`src/rtl/dmem_port_arbiter_pkg.sv`:
```
// Shared types for the data-memory port arbiter.
// Arbiter state, read-return owner tag and row geometry.
package dmem_arb_pkg;

    localparam int ROW_BYTES  = 16;
    localparam int WORD_LANES = 4;

    typedef enum logic [1:0] {
        ST_IDLE,
        ST_CORE,
        ST_GEMM
    } arb_state_e;

    typedef enum logic {
        OWN_CORE,
        OWN_GEMM
    } owner_e;

    typedef struct packed {
        logic       valid;
        owner_e     owner;
        logic [1:0] lane;
    } rd_tag_t;

endpackage

```
`src/rtl/dmem_port_arbiter_if.sv`:
```
// Bundle of core, GEMM and memory-side signals of the arbiter.
// master = requesters plus memory, slave = the arbiter.
interface dmem_port_arbiter_if;

    logic         core_en;
    logic         core_rdwr;
    logic [3:0]   core_mask;
    logic [31:0]  core_addr;
    logic [31:0]  core_wr_data;
    logic         core_stall;
    logic         core_rd_valid;
    logic [31:0]  core_rd_data;

    logic         gemm_en;
    logic         gemm_rdwr;
    logic [4:0]   gemm_control;
    logic [31:0]  gemm_addr;
    logic [127:0] gemm_wr_data;
    logic         gemm_ready;
    logic         gemm_rd_valid;
    logic [127:0] gemm_rd_data;

    logic         mem_en;
    logic         mem_rdwr;
    logic [15:0]  mem_mask;
    logic [4:0]   mem_control;
    logic [31:0]  mem_addr;
    logic [127:0] mem_wr_data;
    logic [127:0] mem_rd_data;

    modport master (
        output core_en, core_rdwr, core_mask,
        output core_addr, core_wr_data,
        input  core_stall, core_rd_valid, core_rd_data,
        output gemm_en, gemm_rdwr, gemm_control,
        output gemm_addr, gemm_wr_data,
        input  gemm_ready, gemm_rd_valid, gemm_rd_data,
        input  mem_en, mem_rdwr, mem_mask,
        input  mem_control, mem_addr, mem_wr_data,
        output mem_rd_data
    );

    modport slave (
        input  core_en, core_rdwr, core_mask,
        input  core_addr, core_wr_data,
        output core_stall, core_rd_valid, core_rd_data,
        input  gemm_en, gemm_rdwr, gemm_control,
        input  gemm_addr, gemm_wr_data,
        output gemm_ready, gemm_rd_valid, gemm_rd_data,
        output mem_en, mem_rdwr, mem_mask,
        output mem_control, mem_addr, mem_wr_data,
        input  mem_rd_data
    );

endinterface

```
`src/rtl/dmem_port_arbiter_lane_align.sv`:
```
// Core-word lane steering into a 128-bit row.
// Mask/data placement for writes, word extract for reads.
module dmem_lane_align
    import dmem_arb_pkg::*;
(
    input  logic [1:0]             wr_lane,
    input  logic [3:0]             core_mask,
    input  logic [31:0]            core_wr_data,
    input  logic [1:0]             rd_lane,
    input  logic [8*ROW_BYTES-1:0] row_in,
    output logic [ROW_BYTES-1:0]   lane_mask,
    output logic [8*ROW_BYTES-1:0] lane_data,
    output logic [31:0]            rd_word
);

    assign lane_mask = ROW_BYTES'(core_mask) << {wr_lane, 2'b00};
    assign lane_data = {WORD_LANES{core_wr_data}};
    assign rd_word   = row_in[{rd_lane, 5'b0} +: 32];

endmodule

```
`src/rtl/dmem_port_arbiter.sv`:
```
// One-grant-per-cycle arbiter between the core and GEMM ports
// of a 128-bit row memory, with bounded GEMM bursts.
module dmem_port_arbiter
    import dmem_arb_pkg::*;
#(
    parameter int MAX_GEMM_BURST = 8,
    parameter int CNT_W          = 4
) (
    input logic          clk,
    input logic          rst_n,
    dmem_port_arbiter_if.slave bus
);

    arb_state_e       state;
    logic [CNT_W-1:0] burst_cnt;
    rd_tag_t          tag;

    logic core_req;
    logic gemm_req;
    logic core_gnt;
    logic gemm_gnt;
    logic burst_full;

    logic [ROW_BYTES-1:0]   lane_mask;
    logic [8*ROW_BYTES-1:0] lane_data;
    logic [31:0]            rd_word;

    logic unused_addr;
    assign unused_addr = ^{bus.core_addr[1:0], bus.gemm_addr[3:0]};

    // Reset gates requests so every output is 0 while rst_n is low.
    assign core_req   = bus.core_en & rst_n;
    assign gemm_req   = bus.gemm_en & rst_n;
    assign burst_full = (burst_cnt == CNT_W'(MAX_GEMM_BURST));

    always_comb begin
        core_gnt = 1'b0;
        gemm_gnt = 1'b0;
        unique case (1'b1)
            (core_req && !gemm_req): core_gnt = 1'b1;
            (gemm_req && !core_req): gemm_gnt = 1'b1;
            (core_req && gemm_req): begin
                if (burst_full || state == ST_IDLE)
                    core_gnt = 1'b1;
                else
                    gemm_gnt = 1'b1;
            end
            default: ;
        endcase
    end

    dmem_lane_align u_align (
        .wr_lane      (bus.core_addr[3:2]),
        .core_mask    (bus.core_mask),
        .core_wr_data (bus.core_wr_data),
        .rd_lane      (tag.lane),
        .row_in       (bus.mem_rd_data),
        .lane_mask    (lane_mask),
        .lane_data    (lane_data),
        .rd_word      (rd_word)
    );

    always_comb begin
        bus.mem_en      = 1'b0;
        bus.mem_rdwr    = 1'b0;
        bus.mem_mask    = '0;
        bus.mem_control = '0;
        bus.mem_addr    = '0;
        bus.mem_wr_data = '0;
        if (core_gnt) begin
            bus.mem_en      = 1'b1;
            bus.mem_rdwr    = bus.core_rdwr;
            bus.mem_mask    = bus.core_rdwr ? lane_mask : '0;
            bus.mem_addr    = {bus.core_addr[31:4], 4'h0};
            bus.mem_wr_data = lane_data;
        end else if (gemm_gnt) begin
            bus.mem_en      = 1'b1;
            bus.mem_rdwr    = bus.gemm_rdwr;
            bus.mem_mask    = bus.gemm_rdwr ? 16'hFFFF : 16'h0;
            bus.mem_control = bus.gemm_control;
            bus.mem_addr    = {bus.gemm_addr[31:4], 4'h0};
            bus.mem_wr_data = bus.gemm_wr_data;
        end
    end

    assign bus.core_stall = core_req & ~core_gnt;
    assign bus.gemm_ready = gemm_gnt;

    always_ff @(posedge clk or negedge rst_n) begin
        if (!rst_n) begin
            state     <= ST_IDLE;
            burst_cnt <= '0;
            tag       <= '0;
        end else begin
            unique case (1'b1)
                core_gnt: state <= ST_CORE;
                gemm_gnt: state <= ST_GEMM;
                default:  state <= ST_IDLE;
            endcase
            if (core_gnt || !bus.core_en)
                burst_cnt <= '0;
            else if (gemm_gnt && !burst_full)
                burst_cnt <= burst_cnt + CNT_W'(1);
            tag.valid <= core_gnt ? !bus.core_rdwr
                       : gemm_gnt ? !bus.gemm_rdwr
                       : 1'b0;
            tag.owner <= gemm_gnt ? OWN_GEMM : OWN_CORE;
            tag.lane  <= bus.core_addr[3:2];
        end
    end

    assign bus.core_rd_valid = tag.valid && tag.owner == OWN_CORE;
    assign bus.gemm_rd_valid = tag.valid && tag.owner == OWN_GEMM;
    assign bus.core_rd_data  = bus.core_rd_valid ? rd_word : '0;
    assign bus.gemm_rd_data  = bus.gemm_rd_valid ? bus.mem_rd_data : '0;

endmodule

```
`src/flat_wrapper.sv`:
```
// flat-port wrapper written by rule: the top's interface ports become plain ports
module dmem_port_arbiter_flat import dmem_arb_pkg::*;
#(
    parameter int MAX_GEMM_BURST = 8,
    parameter int CNT_W          = 4
)
  (clk, rst_n, bus_core_en, bus_core_rdwr, bus_core_mask, bus_core_addr, bus_core_wr_data, bus_core_stall, bus_core_rd_valid, bus_core_rd_data, bus_gemm_en, bus_gemm_rdwr, bus_gemm_control, bus_gemm_addr, bus_gemm_wr_data, bus_gemm_ready, bus_gemm_rd_valid, bus_gemm_rd_data, bus_mem_en, bus_mem_rdwr, bus_mem_mask, bus_mem_control, bus_mem_addr, bus_mem_wr_data, bus_mem_rd_data);
  dmem_port_arbiter_if bus_i ();
  input logic clk;
  input logic rst_n;
  input wire logic [$bits(bus_i.core_en)-1:0] bus_core_en;
  input wire logic [$bits(bus_i.core_rdwr)-1:0] bus_core_rdwr;
  input wire logic [$bits(bus_i.core_mask)-1:0] bus_core_mask;
  input wire logic [$bits(bus_i.core_addr)-1:0] bus_core_addr;
  input wire logic [$bits(bus_i.core_wr_data)-1:0] bus_core_wr_data;
  output wire logic [$bits(bus_i.core_stall)-1:0] bus_core_stall;
  output wire logic [$bits(bus_i.core_rd_valid)-1:0] bus_core_rd_valid;
  output wire logic [$bits(bus_i.core_rd_data)-1:0] bus_core_rd_data;
  input wire logic [$bits(bus_i.gemm_en)-1:0] bus_gemm_en;
  input wire logic [$bits(bus_i.gemm_rdwr)-1:0] bus_gemm_rdwr;
  input wire logic [$bits(bus_i.gemm_control)-1:0] bus_gemm_control;
  input wire logic [$bits(bus_i.gemm_addr)-1:0] bus_gemm_addr;
  input wire logic [$bits(bus_i.gemm_wr_data)-1:0] bus_gemm_wr_data;
  output wire logic [$bits(bus_i.gemm_ready)-1:0] bus_gemm_ready;
  output wire logic [$bits(bus_i.gemm_rd_valid)-1:0] bus_gemm_rd_valid;
  output wire logic [$bits(bus_i.gemm_rd_data)-1:0] bus_gemm_rd_data;
  output wire logic [$bits(bus_i.mem_en)-1:0] bus_mem_en;
  output wire logic [$bits(bus_i.mem_rdwr)-1:0] bus_mem_rdwr;
  output wire logic [$bits(bus_i.mem_mask)-1:0] bus_mem_mask;
  output wire logic [$bits(bus_i.mem_control)-1:0] bus_mem_control;
  output wire logic [$bits(bus_i.mem_addr)-1:0] bus_mem_addr;
  output wire logic [$bits(bus_i.mem_wr_data)-1:0] bus_mem_wr_data;
  input wire logic [$bits(bus_i.mem_rd_data)-1:0] bus_mem_rd_data;
  assign bus_i.core_en = bus_core_en;
  assign bus_i.core_rdwr = bus_core_rdwr;
  assign bus_i.core_mask = bus_core_mask;
  assign bus_i.core_addr = bus_core_addr;
  assign bus_i.core_wr_data = bus_core_wr_data;
  assign bus_core_stall = bus_i.core_stall;
  assign bus_core_rd_valid = bus_i.core_rd_valid;
  assign bus_core_rd_data = bus_i.core_rd_data;
  assign bus_i.gemm_en = bus_gemm_en;
  assign bus_i.gemm_rdwr = bus_gemm_rdwr;
  assign bus_i.gemm_control = bus_gemm_control;
  assign bus_i.gemm_addr = bus_gemm_addr;
  assign bus_i.gemm_wr_data = bus_gemm_wr_data;
  assign bus_gemm_ready = bus_i.gemm_ready;
  assign bus_gemm_rd_valid = bus_i.gemm_rd_valid;
  assign bus_gemm_rd_data = bus_i.gemm_rd_data;
  assign bus_mem_en = bus_i.mem_en;
  assign bus_mem_rdwr = bus_i.mem_rdwr;
  assign bus_mem_mask = bus_i.mem_mask;
  assign bus_mem_control = bus_i.mem_control;
  assign bus_mem_addr = bus_i.mem_addr;
  assign bus_mem_wr_data = bus_i.mem_wr_data;
  assign bus_i.mem_rd_data = bus_mem_rd_data;
  dmem_port_arbiter #(.MAX_GEMM_BURST(MAX_GEMM_BURST), .CNT_W(CNT_W)) u_core (.clk(clk), .rst_n(rst_n), .bus(bus_i));
endmodule
```
`config.mk`:
```
export PLATFORM = sky130hd
export DESIGN_NAME = dmem_port_arbiter_flat
export DESIGN_NICKNAME = d
export VERILOG_FILES = /design/src/rtl/dmem_port_arbiter_pkg.sv /design/src/rtl/dmem_port_arbiter_if.sv /design/src/rtl/dmem_port_arbiter_lane_align.sv /design/src/rtl/dmem_port_arbiter.sv /design/src/flat_wrapper.sv
export SDC_FILE = /design/constraint.sdc
export NUM_CORES = 1
export LEC_CHECK = 0
export CAP_MARGIN = 15
export CORE_AREA = 5 5 273 275
export DETAILED_ROUTE_END_ITERATION = 7
export DIE_AREA = 0 0 278 280
export PLACE_DENSITY = 0.38
export SLEW_MARGIN = 10
export SYNTH_ARGS = -nofsm -noshare
export SYNTH_HDL_FRONTEND = slang
export SYNTH_SLANG_ARGS = --single-unit
```
`constraint.sdc`:
```
create_clock -name clk -period 3.4 [get_ports clk]
set_input_delay 1.02 -clock clk [delete_from_list [all_inputs] [get_ports clk]]
set_output_delay 1.02 -clock clk [all_outputs]
set_load 0.005 [all_outputs]
```
=== After elaboration in Yosys (flattened, before gate mapping) ===
Cells that the tools add are included.

* Register bits: 10
* Logic and storage cells: 55

* $add $sub $neg: 1
* Equal/unequal tests: 1
* Reduce and logical (&&, ||, !) cells: 16
* Bitwise operators: 5
* Mux-type cells: 25
* Shift-type cells: 2

{| class="wikitable"
|+ Operators by type and width
! cell !! number
|-
| $mux 128 || 3
|-
| $shiftx 128x8->32 || 1
|-
| $mux 32 || 3
|-
| $mux 16 || 4
|-
| $shl 4x4->16 || 1
|-
| $mux 5 || 2
|-
| $mux 1 || 8
|-
| $mux 4 || 2
|-
| $logic_and 1x1->1 || 6
|-
| $logic_not 1->1 || 6
|-
| $add 4x1->4 const B || 1
|-
| $eq 4x4->1 const B || 1
|-
| $pmux 1 s2 || 2
|-
| $pmux 2 s2 || 1
|-
| $and 1x1->1 || 3
|-
| $logic_not 2->1 || 1
|-
| $logic_or 1x1->1 || 2
|-
| $not 1->1 || 2
|-
| $reduce_bool 2->1 || 1
|}

=== Longest topological paths before layout ===
Gate-level depths: netlist (run 1).

* Depth after elaboration: 7
* Mapped depth: 9
* Mapped depth without buffers: 6

=== Modules after synthesis ===
From an unflattened synthesis (run 1), not the netlist that was laid out.

* Cell total of the unflattened synthesis: 646
* Area, all modules: 5335.1 µm²

{| class="wikitable"
|+ Modules (own cells, without submodules)
! module !! cells an instance !! sequential area each (µm²) !! area an instance (µm²) !! instances
|-
| dmem_port_arbiter || 461 || 225.2 || 3427.0 || 1
|-
| dmem_lane_align || 185 || 0.0 || 1908.1 || 1
|}

=== Worst setup path after synthesis (run 1) ===
No wires, ideal clock.

* Kind: input -> output
* Start point: in bus_core_en
* End point: out bus_mem_wr_data[67]
* Slack: 0.317 ns
* Data required time: 2.380 ns
* Arrival: 2.063 ns
* Path buffers: 3
* Cell stages on the path: 7
* Path through: buf_2 -> and2_1 -> o21ai_2 -> inv_2 -> buf_2 -> buf_2 -> a32o_1

* Cells in the longest elaborated chain, start to end: 6
* Elaborated cells on any way between the ends: 9

{| class="wikitable"
|+ Ends and longest elaborated chain
! item !! RTL line !! text
|-
| from (decl) || flat_wrapper.sv:11 || <nowiki>input wire logic [$bits(bus_i.core_en)-1:0] bus_core_en;</nowiki>
|-
| $and 1x1->1 (*) || dmem_port_arbiter.sv:32 || <nowiki>assign core_req = bus.core_en & rst_n;</nowiki>
|-
| $logic_not 1->1 || dmem_port_arbiter.sv:41 || <nowiki>(gemm_req && !core_req): gemm_gnt = 1'b1;</nowiki>
|-
| $logic_and 1x1->1 || dmem_port_arbiter.sv:41 ||
|-
| $pmux 1 s2 || dmem_port_arbiter.sv:39 || <nowiki>unique case (1'b1)</nowiki>
|-
| $mux 128 || dmem_port_arbiter.sv:76 || <nowiki>end else if (gemm_gnt) begin</nowiki>
|-
| $mux 128 (*) || dmem_port_arbiter.sv:70 || <nowiki>if (core_gnt) begin</nowiki>
|-
| to (decl) || flat_wrapper.sv:32 || <nowiki>output wire logic [$bits(bus_i.mem_wr_data)-1:0] bus_mem_wr_data;</nowiki>
|}

Every way passes the cells marked *; elsewhere a longest branch is shown, timed or not.

=== Worst setup path in the final report (run 1) ===
* Start point: in bus_core_en
* End point: out bus_mem_wr_data[60]

The elaborated chain is that of the path after synthesis.

==> results.tsv, run 1 <==
stage	metric	value	unit
die	DIE HEIGHT	280	µm
sta	Tmin final	3.471	ns
setup_path	crit-path most repeated cell	buf_12	
synthesis	Primary FF master, synth	dfrtp_1	
setup_path	CP max stage cell	a32o_2	
placed_design	number of I/O port buffers	703	
grt	vias in the first global route	9507	
flow_run	Max-Cap Viols	0	
placed_design	detailed placement HPWL	60670	µm
die	Die W	278	µm
grt	routing usage on met1	17.83	%
clock_network	TritonCTS Buffers	3	
routing	Vias	9053	
setup_path	cell depth of the worst flop-to-flop path	6	
placed_design	Placed Area	13500	µm²
die	I/O pin cnt	714	
setup_path	flop2flop setup slack	1.52	ns
die	DIE AREA	77840	µm²
grt	largest net degree at the start of global routing	130	
setup_path	Worst setup EP type	primary output	
setup_path	crit-path max FO	6	
synthesis	Post-Syn Area per Cell	8.359	µm²
clock_network	Clock Sinks	10	
die	Initial Util	6.180	%
placed_design	Placed Instances	2222	
run_status	failing checks	setup timing	
worst_hold_path	hold_sp	u_core.burst_cnt[2]$_DFFE_PN0P_	
synthesis	most common cell in the synthesized netlist	a32o_1	
layout	layout cells sized above 1	35.72	%
sta	Hold WS	0.6227	ns
routing	Routed WL per cell	31.10	µm
synthesis	synth cell count leaders	157 x a32o_1, 133 x and3_1, 59 x clkbuf_1	
grt	most crowded layer after global routing	met2	
setup_path	CP required	2.38	ns
sta	crit share post-route	102.1	%
synthesis	area leader, netlist	a32o_1	
routing	drt first pass iters	4	
worst_hold_path	WHS Endpoint	u_core.burst_cnt[2]$_DFFE_PN0P_	
synthesis	synthesized flop and latch total	10	
setup_path	R2R Path Start	u_core.burst_cnt[1]$_DFFE_PN0P_	
clock_network	Clock Tree Buf Depth	2	
setup_path	Arr. time, crit path	2.45	ns
clock_network	clock-pin slew on the worst setup and hold paths	0.04	ns
synthesis	Synth top area share	35.27	%
synthesis	Synthesis Warnings	0	
setup_path	critical path's largest stage delay	0.27	ns
layout	synthesis-to-layout area growth	229.3	%
clock_network	Clock Latency Late Sink	0.23	ns
setup_path	worst reg2reg endpoint	u_core.tag[3]$_DFF_PN0_	
synthesis	sequential-to-total area share from yosys stat	5.616	%
setup_path	Cell Chain, Critical Path	buf_6, and2_4, o21ai_4, buf_12, buf_12, inv_12, buf_12, buf_12, buf_16, a32o_2, buf_12	
clock_network	CTS tree	done	
sta	RSZ-0062 raised after global routing	true	
power_and_ir_drop	power density over cell area	150.9	nW/µm²
clock_network	H-tree depth	1	
routing	post-DR vias/cell	3.897	
run_status	status	finished, violations left	
sta	clock skew	0.001223	ns
sta	Fmax achieved	0.2881	GHz
synthesis	dominant cells by area after synthesis	a32o_1 35%, and3_1 19%, mux4_2 16%	
worst_hold_path	Hold Crit Depth	1	
grt	met2 Usage GRT	35.14	%
grt	first-pass GRT wire length	93620	µm
synthesis	Mapped Cells	533	
clock_network	Clock Root Buffer	clkbuf_16	
synthesis	EDFF count, synth	0	
worst_hold_path	Hold/Removal Path Class	register to register	
layout	Finished Layout Cells	2323	
placed_design	Placer Congestion	0.8373	
power_and_ir_drop	peak supply drop	0.0001999	V
grt	GR Util All Layers	17.26	%
sta	Final setup violation count	22	
sta	final slew viol count	0	
routing	final WL	72240	µm
die	num rows	99	
routing	DRT iter0 DRCs	529	
setup_path	startpoint types	input port	
synthesis	Synth Cell Area	4456	µm²
routing	ANT nets after route	0	
grt	grt met3 use	5.176	%
layout	post-route cell area	14670	µm²
synthesis	asr flop ratio synth	100.0	%
setup_path	Top delay family on crit path	buffers and inverters	
sta	Final WS setup	-0.07147	ns
die	core footprint	72090	µm²
placed_design	dpl ws	-0.7357	ns
routing	DRC	0	
setup_path	Buf/Inv on CP	8	
power_and_ir_drop	leakage power	6.841	nW
layout	fin nets	1725	
grt	initial antenna violation count	52	
grt	total congestion overflow	0	
power_and_ir_drop	Pwr Total	2.213	mW
setup_path	Crit Path Class	input port to primary output	
synthesis	post-synth cell types	35	
sta	Final Hold Viols	0	
## state kept, by name, indices dropped and copies added, names as in the netlist
name	cells
u_core.state	2
u_core.tag	4
u_core.burst_cnt	4
## cells in the final DEF (no fill, tap or decap), types with 7 or more instances in the layout
master | synthesis | routed
mux4_2 | 32 | 32
nand2_1 | 8 | 7
clkdlybuf4s50_1 | 0 | 404
buf_2 | 32 | 71
o22ai_1 | 16 | 13
buf_4 | 8 | 132
buf_12 | 0 | 42
a32o_1 | 157 | 99
diode_2 | 0 | 9
clkdlybuf4s15_1 | 0 | 15
dlygate4sd2_1 | 0 | 112
buf_6 | 0 | 54
buf_16 | 0 | 23
a32o_2 | 0 | 58
nor2b_1 | 33 | 28
clkbuf_2 | 0 | 34
and3_1 | 133 | 133
dlymetal6s2s_1 | 0 | 17
## what timing repair did
action	CTS	global route
setup endpoints to repair	227	114
gates cloned	24	0
setup buffers	63	3
pin swaps	37	18
hold buffers	0	0
hold endpoints to repair	0	0
gates resized for setup	742	83
## layer usage
layer	vias up	part of all wire, %
met3	116	8.3
met5	-	0.22
met1	4359	35
li1	3940	-
met4	24	2.1
met2	614	55
## cells by family (layout without fill, tap and decap cells)
group           after synthesis  in the layout  share of synthesized area [%]
compound gates              189            189                          40.49
mux                          33             33                          16.40
simple gates                193            193                          26.43
buf+inv                     105            924                          10.42
other cells                   1             13                        0.08417
fa+ha+maj                     2              2                         0.5616
flops                        10             10                          5.616
## area by class of cell
type                    count  area, µm²
fillers                  8035      57420
repair buffers            913       9141
multi-input cells         421       3899
well taps                 959       1200
flip-flops and latches     10      260.3
clock buffers               4      88.84
inverters                   5      31.28
repair inverters            2      27.53
diodes                      9      22.52
## metrics by stage
step	util (%)	setup TNS [ns]
6_report	20.35	-0.4440
5_1_grt	20.33	-1.597
4_1_cts	20.39	-1.280
3_5_place_dp	18.72	-114.14
3_3_place_gp	18.72	-116.01
2_1_floorplan	-	0
## worst max path at each step
stage                            from             endpoint  depth (start not counted)
final                     bus_core_en  bus_mem_wr_data[60]                         11
after global placement          rst_n     bus_mem_addr[30]                          7
after CTS                       rst_n  bus_mem_wr_data[60]                         11
after global routing      bus_core_en  bus_mem_wr_data[60]                         11
after floorplan           bus_core_en  bus_mem_wr_data[67]                          7
after detailed placement        rst_n     bus_mem_addr[30]                          7
## report_power, final
part	switching, mW	total, mW	internal [mW]
Combinational	0.771	1.84	1.07
Sequential	0.0162	0.141	0.125
Clock	0.0561	0.233	0.177
Total	0.843	2.21	1.37
Power figures use the tool's default switching activity.
==> inputs of run 2 (changes only) <==
HOLD_SLACK_MARGIN = 0.15   (was not set)
==> results of run 2 <==
No change in the layout: final DEF, timing and power equal those of run 1.
